`src/rtl/manchester_rx_adaptive.sv`:
```
// Rate-tracking Manchester receiver: synchroniser, glitch filter, adaptive
// pulse-width classifier, bit decoder and MSB-first word assembler with valid/ready.
module manchester_rx_adaptive #(
  parameter int CNT_W           = 8,
  parameter int INIT_BIT_LENGTH = 24,
  parameter int WORD_W          = 8,
  parameter int FILTER          = 2,
  parameter int POLARITY        = 0
) (
  input  logic              clk,
  input  logic              rst,
  input  logic              in,
  input  logic              enable,
  output logic [WORD_W-1:0] out_data,
  output logic              out_valid,
  input  logic              out_ready,
  output logic              out_locked,
  output logic              out_error,
  output logic              out_overrun,
  output logic [CNT_W-1:0]  out_pulsewidth
);

  localparam int XW  = CNT_W + 1;
  localparam int BCW = (WORD_W > 1) ? $clog2(WORD_W) : 1;

  typedef enum logic {HUNT, LOCKED} state_t;

  logic sync1, sync2, f, f_prev, edge_det;

  // NOTE: sequential state uses non-blocking assignments so every flop samples pre-edge values.
  always_ff @(posedge clk or posedge rst) begin
    if (rst) begin
      sync1 <= 1'b0;
      sync2 <= 1'b0;
    end else begin
      sync1 <= in;
      sync2 <= sync1;
    end
  end

  if (FILTER == 0) begin : g_bypass
    assign f = sync2;
  end else begin : g_filter
    localparam int FW = $clog2(FILTER + 1);
    logic [FW-1:0] run;
    logic          f_q;
    // f only follows sync2 after FILTER consecutive disagreeing samples.
    always_ff @(posedge clk or posedge rst) begin
      if (rst) begin
        run <= '0;
        f_q <= 1'b0;
      end else if (sync2 == f_q) begin
        run <= '0;
      end else if (run == FW'(FILTER - 1)) begin
        run <= '0;
        f_q <= sync2;
      end else begin
        run <= run + 1'b1;
      end
    end
    assign f = f_q;
  end

  assign edge_det = f ^ f_prev;

  logic [CNT_W-1:0]  cnt, len;
  logic [XW-1:0]     cnt_x, len_x, quarter_x, half_x, lo_long, hi_long;
  logic              is_long, is_short, is_invalid, timeout;
  logic [CNT_W+1:0]  adapt_sum;
  logic [CNT_W-1:0]  len_adapt;

  always_comb begin
    cnt_x      = {1'b0, cnt};
    len_x      = {1'b0, len};
    quarter_x  = {3'b000, len[CNT_W-1:2]};
    half_x     = {2'b00, len[CNT_W-1:1]};
    lo_long    = len_x - quarter_x;
    hi_long    = len_x + half_x;
    is_long    = edge_det && (cnt_x >= lo_long) && (cnt_x < hi_long);
    is_short   = edge_det && (cnt_x >= quarter_x) && (cnt_x < lo_long);
    is_invalid = edge_det && !is_long && !is_short;
    timeout    = !edge_det && (cnt_x >= hi_long);
    adapt_sum  = {2'b00, len} + {1'b0, len, 1'b0} + {2'b00, cnt};
    len_adapt  = adapt_sum[CNT_W+1:2];
    if (len_adapt < CNT_W'(4)) len_adapt = CNT_W'(4);
  end

  state_t state_q, state_d;
  logic   mid_q, mid_d, emit, lose, bit_val;

  assign bit_val = f_prev ^ (POLARITY != 0);

  // NOTE: defaults first so every path assigns every output; avoids inferred latches.
  always_comb begin
    state_d = state_q;
    mid_d   = mid_q;
    emit    = 1'b0;
    lose    = 1'b0;
    if (!enable) begin
      state_d = HUNT;
      mid_d   = 1'b0;
    end else begin
      case (state_q)
        HUNT: begin
          if (is_long) begin
            state_d = LOCKED;
            mid_d   = 1'b1;
            emit    = 1'b1;
          end
        end
        LOCKED: begin
          if (is_long) begin
            emit  = 1'b1;
            mid_d = 1'b1;
          end else if (is_short) begin
            // A short edge after a mid-bit edge is the bit boundary and carries no data.
            emit  = !mid_q;
            mid_d = !mid_q;
          end else if (is_invalid || timeout) begin
            state_d = HUNT;
            mid_d   = 1'b0;
            lose    = 1'b1;
          end
        end
        default: state_d = HUNT;
      endcase
    end
  end

  logic [WORD_W-1:0] shreg, word_next;
  logic [BCW-1:0]    bit_cnt;

  assign word_next = {shreg[WORD_W-2:0], bit_val};

  always_ff @(posedge clk or posedge rst) begin
    if (rst) begin
      f_prev      <= 1'b0;
      cnt         <= '0;
      len         <= CNT_W'(INIT_BIT_LENGTH);
      state_q     <= HUNT;
      mid_q       <= 1'b0;
      out_error   <= 1'b0;
      out_overrun <= 1'b0;
      shreg       <= '0;
      bit_cnt     <= '0;
      out_data    <= '0;
      out_valid   <= 1'b0;
    end else begin
      f_prev      <= f;
      state_q     <= state_d;
      mid_q       <= mid_d;
      out_error   <= lose;
      out_overrun <= 1'b0;

      if (!enable || edge_det) cnt <= '0;
      else if (cnt != '1)      cnt <= cnt + 1'b1;

      // The rate estimate survives loss of lock; only rst restores it.
      if (enable && is_long) len <= len_adapt;

      if (out_valid && out_ready) out_valid <= 1'b0;

      if (!enable || lose) begin
        shreg   <= '0;
        bit_cnt <= '0;
      end else if (emit) begin
        if (bit_cnt == BCW'(WORD_W - 1)) begin
          shreg   <= '0;
          bit_cnt <= '0;
          if (!out_valid || out_ready) begin
            out_data  <= word_next;
            out_valid <= 1'b1;
          end else begin
            out_overrun <= 1'b1;
          end
        end else begin
          shreg   <= word_next;
          bit_cnt <= bit_cnt + 1'b1;
        end
      end
    end
  end

  assign out_locked     = (state_q == LOCKED);
  assign out_pulsewidth = len;

endmodule
```
`config.mk`:
```
export PLATFORM = sky130hd
export DESIGN_NAME = manchester_rx_adaptive
export DESIGN_NICKNAME = d
export VERILOG_FILES = /design/src/rtl/manchester_rx_adaptive.sv
export SDC_FILE = /design/constraint.sdc
export NUM_CORES = 1
export LEC_CHECK = 0
export CELL_PAD_IN_SITES_DETAIL_PLACEMENT = 1
export CELL_PAD_IN_SITES_GLOBAL_PLACEMENT = 1
export CORE_ASPECT_RATIO = 0.5
export CORE_MARGIN = 4
export CORE_UTILIZATION = 30
export CTS_CLUSTER_DIAMETER = 50
export DETAILED_ROUTE_END_ITERATION = 8
export GPL_TIMING_DRIVEN = 0
export PLACE_DENSITY = 0.66
export SLEW_MARGIN = 20
export SYNTH_ARGS = -nofsm -noshare
export SYNTH_HDL_FRONTEND = slang
export SYNTH_SLANG_ARGS = --single-unit
```
`constraint.sdc`:
```
create_clock -name clk -period 10.95 [get_ports clk]
set_input_delay 1.095 -clock clk [delete_from_list [all_inputs] [get_ports clk]]
set_output_delay 1.095 -clock clk [all_outputs]
set_load 0.03 [all_outputs]
```
==> results.txt <==
The family with the most delay on the worst path is compound AO/OA/AOI/OAI gates. Measured against its own limit, the worst slew margin works out to 68.2%. The floorplan has 27 rows. The initial antenna violation count is 0. The max-slew violation count came to 0. The cell accounting for the most synthesized area is dfrtp_1. The remaining routing DRC violations came out at 0.

The worst setup path is captured at a flip-flop. The total nets after synthesis came out at 386. The post-detailed-route via-to-cell ratio came out at 5.12. The number of global-route vias before repair is 2694.

The all-layer global routing usage came out at 12.9%. The critical path crosses 18 cells after its start point. The time the worst path needs with I/O delays and setup came out at 4.44 ns.

The capturing point of the worst reg2reg path is out_data[5]. The top cell type by area accounts for 31.2% of the synthesized area. The clock transition at the registers of the reported paths came out at 0.06 ns. Along the worst path, the maximum fanout reaches 9. Setup repair after global routing left no endpoint under its margin. The worst-margin pin slew came out at 0.478 ns. The number of synthesized flops with an enable pin came out at 0. The timing-limited maximum frequency is 225 MHz.

The synthesis-to-finish area growth is 17.1%. Global routing finished with a remaining overflow of 0. The routed via count came out at 2571. The power per cell area came out at 101 mW/mm^2. The launching element type of the critical path is a flip-flop.

The cell leakage power is 1.86 nW. The library cell used as clock root buffer is clkbuf_16. The post-synthesis area per instance came out at 10.6 sq um. The worst path setup slack after routing is 6.51 ns. The delay contributed by the slowest stage of the critical path is 0.69 ns. The layout cell share with drive strength beyond 1 is 11.5%. Buffers added to address setup during post-CTS repair amount to 0.

The overall die width is 160 um. The quantity of I/O buffers inserted on ports is 24. The final setup skew is 0.00763 ns. The share of the yosys chip area belonging to registers came out at 32.8%. The worst-case IR drop observed on VDD is 0.0597 mV. The final layout contains routed wiring with a total length of 8180 um. The final design utilization came out at 36.3%. For this design, the sink count on the clock tree is 45. The combined area of all synthesized cells is 0.00344 sq mm. The cell count after placement is 494. The clock latency at the later pin of the worst-skew pair came out at 0.28 ns. The most critical setup path has its startpoint at out_pulsewidth[3]. Dividing the final minimum period by the clock period gives 40.6%. The number of setup violations in the final report came out at 0. The number of max-cap violations came out at 0.

The wire length per cell came out at 16.3 um. The number of flip-flops and latches in the synthesized netlist is 45. The number of warnings printed during yosys synthesis came out at 0.

The number of different library cells in the post-synthesis netlist came out at 55. The final sum of negative setup slack is 0 ns. The sum of buffers and inverters on the critical path came out at 2. The overall power consumption is 0.408 mW. After synthesis, the cell types taking the most area are dfrtp_1 (31%), ha_1 (17%), fa_1 (5.8%). The longest clock path from root to sink contains 2 buffers. The TritonCTS buffer count came out at 5. The post-route antenna net violation count came out at 0. The number of cells produced by synthesis is 324. The number of cells on the worst reg-to-reg path is 18.

In this run the critical register-to-register path is launched from out_pulsewidth[3]. The die area is 0.0134 sq mm. The worst reg-to-reg setup slack came out at 6.51 ns. The commonest register cell after synthesis is dfrtp_1. The die outline height came out at 83.8 um. The net total in the final layout is 418. The critical path data required time is 11.12 ns. After detailed placement, the total cell area comes to 0.00389 sq mm. Traced cell by cell, the critical path runs through inv_1 -> ha_1 -> nor2b_1 -> o21ai_0 -> a21boi_0 -> o21ai_0 -> nand2b_1 -> a211oi_1 -> xnor2_1 -> ha_1 -> o211ai_1 -> a21oi_1 -> o21ai_4 -> a211oi_4 -> o21a_4 -> and3_4 -> buf_12 -> mux2_4. The starting DRC count in detailed routing came out at 100. The share of synthesized flip-flops with an asynchronous set or reset came out at 100%. The core area is 0.0111 sq mm. The antenna diode instance count came out at 0. The master of the slowest instance on the critical path is dfstp_2.

25 I/O pins were placed. The final estimated routing congestion in global placement is 0.786. For this configuration, the core starts out at a cell density of 31.0%. The classification of the worst-slack hold path is flip-flop to flip-flop. The pin count of the biggest net entering global routing came out at 29. The number of standard cells in the final layout excluding fillers came out at 502. The worst hold slack is 0.366 ns. The first global-routing pass estimated 14000 um of wire. The run finished with clean final reports. The number of levels in the clock H-tree is 2.

The critical path class is flip-flop to flip-flop. The worst setup timing slack at the placement stage came out at 6.49 ns. The most used standard cell by instance count after synthesis is ha_1. The total non-filler cell area in the finished layout is 0.00403 sq mm. TritonCTS built the clock tree. At the worst endpoint, the arrival time is 4.61 ns. Ranked by instance count, the synthesized netlist is headed by ha_1 (47), dfrtp_1 (43), nor2_1 (26).

The number of hold buffers added after CTS was 0. The post-cts sizing count came out at 0. The hold violation count in the final report came out at 0. The most critical setup path has its endpoint at out_data[5]. The pre-antenna-repair detailed-routing pass consisted of 4 iterations. The total half-perimeter wirelength after legalization and detailed placement is 6480 um.
-- area by class of cell --
type / instances / area [sq um]
buffer: 2 / 25.0
clock buffer: 5 / 125
clock inverter: 3 / 21.3
fill: 1242 / 7080
inverter: 17 / 63.8
multi-input combinational: 260 / 2230
sequential: 45 / 1130
tap: 145 / 181
timing repair buffer: 25 / 260
-- cell families (layout without fill, tap and decap cells) --
family	count (synthesis)	after routing	share of synthesized area, %
flip-flops	45	45	32.8
AND/OR/NAND/NOR	86	86	13.0
multiplexers	16	16	6.03
AO/OA/AOI/OAI	81	81	17.7
XOR/XNOR	20	20	5.09
buffers and inverters	19	52	2.58
adder cells (fa/ha/maj)	57	57	22.9
-- metal layers --
layer / track usage (%) / share of wire, % / vias up / wire length, um
met1: 18.5 / 52 / 1294 / 4240
li1: - / - / 1252 / -
met4: 2.36 / 0.42 / 0 / 34
met2: 20.7 / 46 / 23 / 3720
met3: 2.27 / 2.2 / 2 / 184
met5: 0 / 0 / - / 0
-- worst min-delay path by stage --
stage / start / end / slack [ns] / cells past startpoint
finish: sync1 / sync2 / 0.37 / 0
global route: sync1 / sync2 / 0.37 / 0
CTS: sync1 / sync2 / 0.37 / 0
detailed placement: sync1 / sync2 / 0.36 / 0
global placement: sync1 / sync2 / 0.34 / 0
floorplan: sync1 / sync2 / 0.33 / 0
-- power breakdown --
part / internal, mW / switching, mW
sequential: 0.175 / 0.0141
combinational: 0.0285 / 0.0416
clock: 0.0849 / 0.0644
-- sequential cells by signal, summed over array words and instances (netlist names) --
signal          flops
out_locked          1
out_overrun         1
sync2               1
bit_val             1
g_filter.run        2
out_valid           1
bit_cnt             3
out_pulsewidth      8
f                   1
mid_q               1
shreg               7
out_data            8
cnt                 8
sync1               1
out_error           1
-- worst register-to-register path, cell delays in order (launching register included) --
cell,delay (ns)
dfstp_2,0.69
inv_1,0.11
ha_1,0.28
nor2b_1,0.13
o21ai_0,0.21
a21boi_0,0.14
o21ai_0,0.21
nand2b_1,0.12
a211oi_1,0.30
xnor2_1,0.11
ha_1,0.33
o211ai_1,0.10
a21oi_1,0.22
o21ai_4,0.11
a211oi_4,0.40
o21a_4,0.23
and3_4,0.20
buf_12,0.13
mux2_4,0.30
-- layout by cell type, fill, tap and decap left out, types with 2 or more instances in the layout --
cell type        Yosys  final
nor2_1              26     26
o21bai_1             3      3
nand2_1             12     12
clkdlybuf4s50_1      0     24
inv_1               17     16
mux2_4               8      8
a21o_1               2      2
dfstp_2              2      2
nor2_2               2      2
nand4_1              5      5
nor3_1               8      8
o21a_1               6      6
and3_1               5      5
fa_1                10     10
o21ai_1              2      2
nand2b_1             5      5
o211ai_1             5      5
nor2b_1              5      5
a22oi_1              2      2
a22o_1               9      9
a21oi_1             16     16
nand3_1              7      7
clkbuf_16            0      5
a211oi_1             7      7
o21ai_0             16     16
xnor2_1             10     10
buf_12               1      2
xor2_1              10     10
mux2_2               6      6
ha_1                47     47
dfrtp_1             43     43
mux2i_1              2      2
Power figures use the tool's default switching activity.
